File: src/rtl/ece429_pipeline_interlock.sv
// ============================================================================
//  Module      : ece429_pipeline_interlock
//  Description : Decode-side interlock for a 5-stage F/D/X/M/W pipeline.
//                Tracks the instruction in X and stalls for load-use hazards
//                that bypassing cannot cover. Holds the front end while a
//                multi-cycle MUL occupies X. Squashes F/D on a taken
//                branch/jump resolved in X. Counts front-end stall cycles.
//  Revision    : 1.0  initial release
// ============================================================================
`default_nettype none

module ece429_pipeline_interlock #(
   parameter int MUL_LATENCY = 4,   // cycles a MUL occupies X (>= 2)
   parameter int CNT_W       = 16   // stall-cycle counter width
) (
   input  logic             clock_i,
   input  logic             reset_ni,       // asynchronous, active-low
   input  logic             d_valid_i,
   input  logic [4:0]       d_rs_i,
   input  logic [4:0]       d_rt_i,
   input  logic             d_read_rs_i,
   input  logic             d_read_rt_i,
   input  logic [4:0]       d_dest_i,
   input  logic             d_reg_write_i,
   input  logic             d_is_load_i,
   input  logic             d_is_mul_i,
   input  logic             x_br_taken_i,
   output logic             f_enable_o,
   output logic             d_enable_o,
   output logic             d_squash_o,
   output logic             x_bubble_o,
   output logic             x_hold_o,
   output logic             m_bubble_o,
   output logic [CNT_W-1:0] stall_count_o
);

   // The MUL counter holds the number of hold cycles still to come, so it
   // must be able to represent MUL_LATENCY-1.
   localparam int MC_W = (MUL_LATENCY > 2) ? $clog2(MUL_LATENCY) : 1;

   typedef enum logic [1:0] {
      ST_RUN        = 2'd0,
      ST_LOAD_STALL = 2'd1,
      ST_MUL_BUSY   = 2'd2
   } state_e;

   state_e            state_q, state_d;
   logic [MC_W-1:0]   mul_cnt_q, mul_cnt_d;
   logic [CNT_W-1:0]  stall_cnt_q;

   // Shadow of the instruction currently in X
   logic              x_valid_q;
   logic [4:0]        x_dest_q;
   logic              x_reg_write_q;
   logic              x_is_load_q;

   logic              w_haz;
   logic              w_mul_hold;
   logic              w_advance;

   // Load-use hazard: a load in X writing a register the D instruction reads.
   // Register $0 is hard-wired zero and can never create a dependency.
   always_comb begin
      w_haz = x_valid_q & x_is_load_q & x_reg_write_q & (x_dest_q != 5'd0) & d_valid_i &
              ((d_read_rs_i & (d_rs_i == x_dest_q)) | (d_read_rt_i & (d_rt_i == x_dest_q)));
   end

   // Stage-control decode and next-state selection. In MUL_BUSY the counter
   // reaching zero is the release cycle, which otherwise behaves like RUN
   // except that a branch cannot be in X (X still holds the MUL).
   always_comb begin
      f_enable_o = 1'b1;
      d_enable_o = 1'b1;
      d_squash_o = 1'b0;
      x_bubble_o = 1'b0;
      x_hold_o   = 1'b0;
      m_bubble_o = 1'b0;
      state_d    = ST_RUN;
      mul_cnt_d  = '0;
      w_mul_hold = (state_q == ST_MUL_BUSY) && (mul_cnt_q != '0);

      if (w_mul_hold) begin
         f_enable_o = 1'b0;
         d_enable_o = 1'b0;
         x_hold_o   = 1'b1;
         m_bubble_o = 1'b1;
         state_d    = ST_MUL_BUSY;
         mul_cnt_d  = mul_cnt_q - MC_W'(1);
      end else if (x_br_taken_i && (state_q != ST_MUL_BUSY)) begin
         // Taken branch wins over a hazard: the dependent insn is discarded.
         d_squash_o = 1'b1;
         x_bubble_o = 1'b1;
      end else if (w_haz) begin
         f_enable_o = 1'b0;
         d_enable_o = 1'b0;
         x_bubble_o = 1'b1;
         state_d    = ST_LOAD_STALL;
      end else if (d_valid_i && d_is_mul_i) begin
         state_d    = ST_MUL_BUSY;
         mul_cnt_d  = MC_W'(MUL_LATENCY - 1);
      end
   end

   assign w_advance     = d_enable_o & ~x_bubble_o & ~d_squash_o;
   assign stall_count_o = stall_cnt_q;

   // Control state and MUL occupancy counter
   always_ff @(posedge clock_i or negedge reset_ni) begin
      if (!reset_ni) begin
         state_q   <= ST_RUN;
         mul_cnt_q <= '0;
      end else begin
         state_q   <= state_d;
         mul_cnt_q <= mul_cnt_d;
      end
   end

   // X shadow: load from D when it advances, hold under a MUL, else bubble
   always_ff @(posedge clock_i or negedge reset_ni) begin
      if (!reset_ni) begin
         x_valid_q     <= 1'b0;
         x_dest_q      <= 5'd0;
         x_reg_write_q <= 1'b0;
         x_is_load_q   <= 1'b0;
      end else if (x_hold_o) begin
         x_valid_q     <= x_valid_q;
         x_dest_q      <= x_dest_q;
         x_reg_write_q <= x_reg_write_q;
         x_is_load_q   <= x_is_load_q;
      end else if (w_advance) begin
         x_valid_q     <= d_valid_i;
         x_dest_q      <= d_dest_i;
         x_reg_write_q <= d_reg_write_i;
         x_is_load_q   <= d_is_load_i;
      end else begin
         x_valid_q     <= 1'b0;
         x_dest_q      <= 5'd0;
         x_reg_write_q <= 1'b0;
         x_is_load_q   <= 1'b0;
      end
   end

   // Saturating count of cycles in which the PC did not load
   always_ff @(posedge clock_i or negedge reset_ni) begin
      if (!reset_ni) begin
         stall_cnt_q <= '0;
      end else if (!f_enable_o && (stall_cnt_q != '1)) begin
         stall_cnt_q <= stall_cnt_q + CNT_W'(1);
      end
   end

endmodule

`default_nettype wire

File: config.mk
export PLATFORM = sky130hd
export DESIGN_NAME = ece429_pipeline_interlock
export DESIGN_NICKNAME = d
export VERILOG_FILES = /design/src/rtl/ece429_pipeline_interlock.sv
export SDC_FILE = /design/constraint.sdc
export NUM_CORES = 1
export LEC_CHECK = 0
export CORE_ASPECT_RATIO = 0.75
export CORE_UTILIZATION = 49
export CTS_BUF_LIST = sky130_fd_sc_hd__clkbuf_4 sky130_fd_sc_hd__clkbuf_8 sky130_fd_sc_hd__clkbuf_16
export DETAILED_ROUTE_END_ITERATION = 7
export GPL_TIMING_DRIVEN = 0
export PLACE_DENSITY = 0.84
export SYNTH_ARGS = -nofsm -noshare
export SYNTH_HDL_FRONTEND = slang
export SYNTH_SLANG_ARGS = --single-unit
File: constraint.sdc
create_clock -name clock_i -period 3.5 [get_ports clock_i]
set_clock_uncertainty 0.2 [all_clocks]
set_input_delay 0.7 -clock clock_i [delete_from_list [all_inputs] [get_ports clock_i]]
set_output_delay 0.7 -clock clock_i [all_outputs]
set_load 0.005 [all_outputs]
## Word-level counts from Yosys, hierarchy flattened

Index checks and enable logic that the tools add are counted.
Widths: inputs -> output; s select.

| word-level totals | value |
|---|---|
| bits in registers | 28 |
| bits of input ports | 24 |
| output and inout port bits | 22 |
| word-level logic and storage cells | 54 |

| operators by class | value |
|---|---|
| $add $sub $neg | 2 |
| equal/unequal tests | 5 |
| mux-type cells | 21 |
| bitwise logic cells | 12 |
| reductions and logical operators | 7 |

Operators by type and width:

| cell | number |
|---|---|
| $add 16x1->16 const B | 1 |
| $mux 2 | 8 |
| $ne 16x16->1 const B | 1 |
| $mux 1 | 12 |
| $eq 5x5->1 | 2 |
| $and 1x1->1 | 9 |
| $mux 5 | 1 |
| $reduce_bool 5->1 | 1 |
| $logic_and 1x1->1 | 4 |
| $eq 2x2->1 const B | 1 |
| $ne 2x2->1 const B | 1 |
| $not 1->1 | 2 |
| $reduce_bool 2->1 | 1 |
| $sub 2x1->2 const B | 1 |
| $logic_not 1->1 | 1 |
| $or 1x1->1 | 1 |

## Depth between registers and ports, before layout

| logic depth | value |
|---|---|
| word-level depth | 12 |
| gate-level depth with buffers | 9 |
| mapped depth without buffers | 8 |

## Worst setup path after synthesis

Ideal clock, no wire load.

| path | value |
|---|---|
| kind | in2out |
| from | input d_rt_i[1] |
| to | output f_enable_o |
| arrival | 1521 ps |
| data required time | 2600 ps |
| path slack | 1079 ps |
| stages | 5 |
| path through | xnor2_1 > nand4_1 > o22ai_2 > a31oi_1 > buf_4 |

| between the ends | value |
|---|---|
| word-level cells in the longest chain between the ends | 7 |

Ends and longest elaborated chain:

| element | RTL line | source |
|---|---|---|
| start, declared | 20 | `input logic [4:0] d_rt_i,` |
| $eq 5x5->1 | 65 | `((d_read_rs_i & (d_rs_i == x_dest_q)) \| (d_read_rt_i & (d_rt_i == x_dest_q)));` |
| $and 1x1->1 | 65 |  |
| $or 1x1->1 | 65 |  |
| $and 1x1->1 | 64 | `w_haz = x_valid_q & x_is_load_q & x_reg_write_q & (x_dest_q != 5'd0) & d_valid_i &` |
| $mux 1 (3 in a row) | - |  |
| end, declared | 28 | `output logic f_enable_o,` |

No other way between the ends.

## Final worst setup path

| path | value |
|---|---|
| from | input d_rt_i[2] |
| to | output f_enable_o |

| between the ends | value |
|---|---|
| word-level cells in the longest chain between the ends | 7 |

Ends and longest elaborated chain:

| element | RTL line | source |
|---|---|---|
| $eq 5x5->1 | 65 |  |
| $and 1x1->1 | 65 |  |
| $or 1x1->1 | 65 |  |
| $and 1x1->1 | 64 |  |
| $mux 1 | 93 | `end else if (w_haz) begin` |
| $mux 1 | 89 | `end else if (x_br_taken_i && (state_q != ST_MUL_BUSY)) begin` |
| $mux 1 | 82 | `if (w_mul_hold) begin` |

No other way between the ends.

==> flow_summary.json <==
{
  "synth-seq-cells": 28,
  "powerDensity_nw_per_um2": 435,
  "io_pins": 46,
  "port_buffers": 45,
  "startpoint_type": "primary input",
  "globalplace.congestion": 0.820,
  "peakVddDrop_uv": 330,
  "crit_path_max_fanout": 3,
  "critPathCaptureType": "output pin",
  "clock.fmax_ghz": 0.293,
  "worstMarginPinSlew_ns": 0.791,
  "setup_violations": 0,
  "crit_top_cell": "clkdlybuf4s50_1",
  "slew_viol_final": 0,
  "clk_pin_slew_worst_paths_ns": 0.09,
  "grt_antenna_before_repair": 0,
  "fin_area_um2": 2030,
  "place_inst": 215,
  "synth_area_per_cell_um2": 10.7,
  "r2r_start": "state_q[0]",
  "grt_pass1_vias": 1172,
  "netlist_area_um2": 1430,
  "overflow": 0,
  "wire_per_inst_um": 15.6,
  "post-route-period-util": 0.977,
  "crit_chain": "clkdlybuf4s50_1, xnor2_1, nand4_1, o22ai_4, a31oi_4, buf_4, clkdlybuf4s50_1",
  "final_common_cell": "clkdlybuf4s50_1",
  "power.total_mw": 0.883,
  "startpoint": "d_rt_i[2]",
  "start_util": 0.533,
  "die_w_um": 64.4,
  "regToRegEndpoint": "stall_count_o[14]",
  "hold-worst-slack_ns": 0.274,
  "drive_above_1_share": 0.103,
  "yosysWarnings": 0,
  "fp.dieH_um": 48.8,
  "place_hpwl_mm": 2.52,
  "final_cell_mix": "clkdlybuf4s50_1, dfrtp_1, xor2_1",
  "final_antenna_net_count": 0,
  "dr.first_iter.drc_count": 33,
  "cts_tree": "built",
  "drcViolationCount": 0,
  "crit_arrival_ns": 2.52,
  "hp-class": "reg -> reg",
  "cp-endpoint": "f_enable_o",
  "rows": 16,
  "grt_max_degree": 29,
  "setup_tns_ns": 0,
  "p_leak_nw": 0.918,
  "antenna_cells": 0,
  "seqCellArea_um2": 701,
  "clock_sinks": 28,
  "cts_buffer_depth": 2,
  "slew_headroom": 0.467,
  "grt_setup_unrepaired": "no",
  "reg2reg_setup_slack_ns": 1.26,
  "cpMaxStageDelayCell": "clkdlybuf4s50_1",
  "cts_made_buffers": 3,
  "die_area_um2": 3140,
  "coreArea_um2": 2680,
  "outcome": "finished clean",
  "grt_pass1_wl_mm": 5.51,
  "clk_latency_ns": 0.27,
  "post_drt_via_cell_ratio": 5.37,
  "dr.pass1.iters": 4,
  "cap_violations": 0,
  "fin_cells": 221,
  "r2r_cells": 6,
  "synth_nets": 160,
  "synth_cells": 134,
  "yosysSeqAreaShare": 0.490,
  "fillers": 184,
  "crit_required_ns": 2.60,
  "fin_nets": 212,
  "area_growth_pct": 42.0,
  "placed_area_um2": 1930,
  "wirelength_mm": 3.44,
  "finalCriticalPeriod_ns": 3.42,
  "cts_root_buf": "clkbuf_8",
  "num_vias": 1187,
  "cts-hold-fix-buffers": 0,
  "track_usage": 0.231,
  "critPathMaxStageDelay_ns": 0.48,
  "htreeDepth": 1,
  "crit_type": "in -> out",
  "hold_viol": 0,
  "synth_cell_types": 32,
  "multi_input_area_um2": 689
}
## registers in the layout (all words and copies together) (netlist names)
name / flops
mul_cnt_q: 2
stall_count_o: 16
state_q: 2
x_dest_q: 5
x_is_load_q: 1
x_reg_write_q: 1
x_valid_q: 1
## Yosys cell counts
master	instances	area, um2
a21oi_1	2	10.0
a21oi_4	1	16.3
a22o_1	7	61.3
a31oi_1	1	6.26
and3_1	2	12.5
and3_2	1	7.51
and4_1	1	8.76
buf_4	2	15.0
buf_6	1	11.3
clkbuf_1	2	7.51
clkinv_2	1	5.00
dfrtp_1	28	701
ha_1	2	25.0
inv_1	7	26.3
mux2_2	2	22.5
nand2_1	11	41.3
nand3_1	6	30.0
nand4_1	5	31.3
nand4_4	1	21.3
nor2_1	4	15.0
nor3_1	8	40.0
nor3_2	1	10.0
nor3b_1	1	7.51
nor4_1	3	18.8
o211a_1	1	10.0
o21a_1	1	7.51
o21ai_0	4	20.0
o22ai_1	2	12.5
o22ai_2	1	12.5
or3_1	1	6.26
xnor2_1	11	96.3
xor2_1	13	114
## critical path, delay by kind of cell
family                 cells  cell delay (ns)
AND/OR/NAND/NOR            1             0.17
XOR/XNOR                   1             0.13
buffers and inverters      3             1.11
AO/OA/AOI/OAI              2             0.41
## report_power, final
group          internal [mW]  switching [mW]
Combinational          0.147           0.109
Clock                  0.101          0.0996
Sequential             0.366          0.0607
Total                  0.614           0.269
## worst min path at each step
stage	startpoint	to	slack, ns	cells after the start
floorplan	reset_ni	mul_cnt_q[0]	0.20	0
global placement	mul_cnt_q[0]	mul_cnt_q[0]	0.25	1
detailed placement	mul_cnt_q[0]	mul_cnt_q[0]	0.26	1
CTS	mul_cnt_q[0]	mul_cnt_q[0]	0.28	1
global route	mul_cnt_q[0]	mul_cnt_q[0]	0.30	1
finish	mul_cnt_q[0]	mul_cnt_q[0]	0.27	1
## layer usage
metal	wire length (um)	up-vias	GRT usage
li1	-	580	-
met1	1570	565	0.313
met2	1630	38	0.365
met3	202	4	0.0584
met4	36	0	0.0704
met5	0	-	0
## stage by stage
step	utilization	setup slack, ns
finish	0.757	0.0814
detailed placement	0.718	-0.0279
CTS	0.741	0.0568
global route	0.757	0.00804
global placement	0.718	0.0676
floorplan	-	1.08
## what timing repair did
| action | 4_1_cts | 5_1_grt |
|---|---|---|
| gates resized for setup | 0 | 5 |
| pin swaps | 1 | 1 |
| hold endpoints to repair | 0 | 0 |
| setup endpoints to repair | 1 | 1 |
| setup buffers | 1 | 0 |
## cells by family after synthesis
group / share of synthesized area
compound gates: 0.109
xor+xnor: 0.147
mux: 0.0157
simple gates: 0.175
buf+inv: 0.0455
fa+ha+maj: 0.0175
flops: 0.490
## layout make-up
| type | instances | area share |
|---|---|---|
| Tap cell | 36 | 0.0222 |
| Sequential cell | 28 | 0.345 |
| Multi-Input combinational cell | 93 | 0.339 |
| Clock buffer | 4 | 0.0271 |
| Buffer | 5 | 0.0166 |
| Timing Repair Buffer | 47 | 0.234 |
| Inverter | 8 | 0.0154 |
No activity file was read; power rests on OpenSTA's default activity.
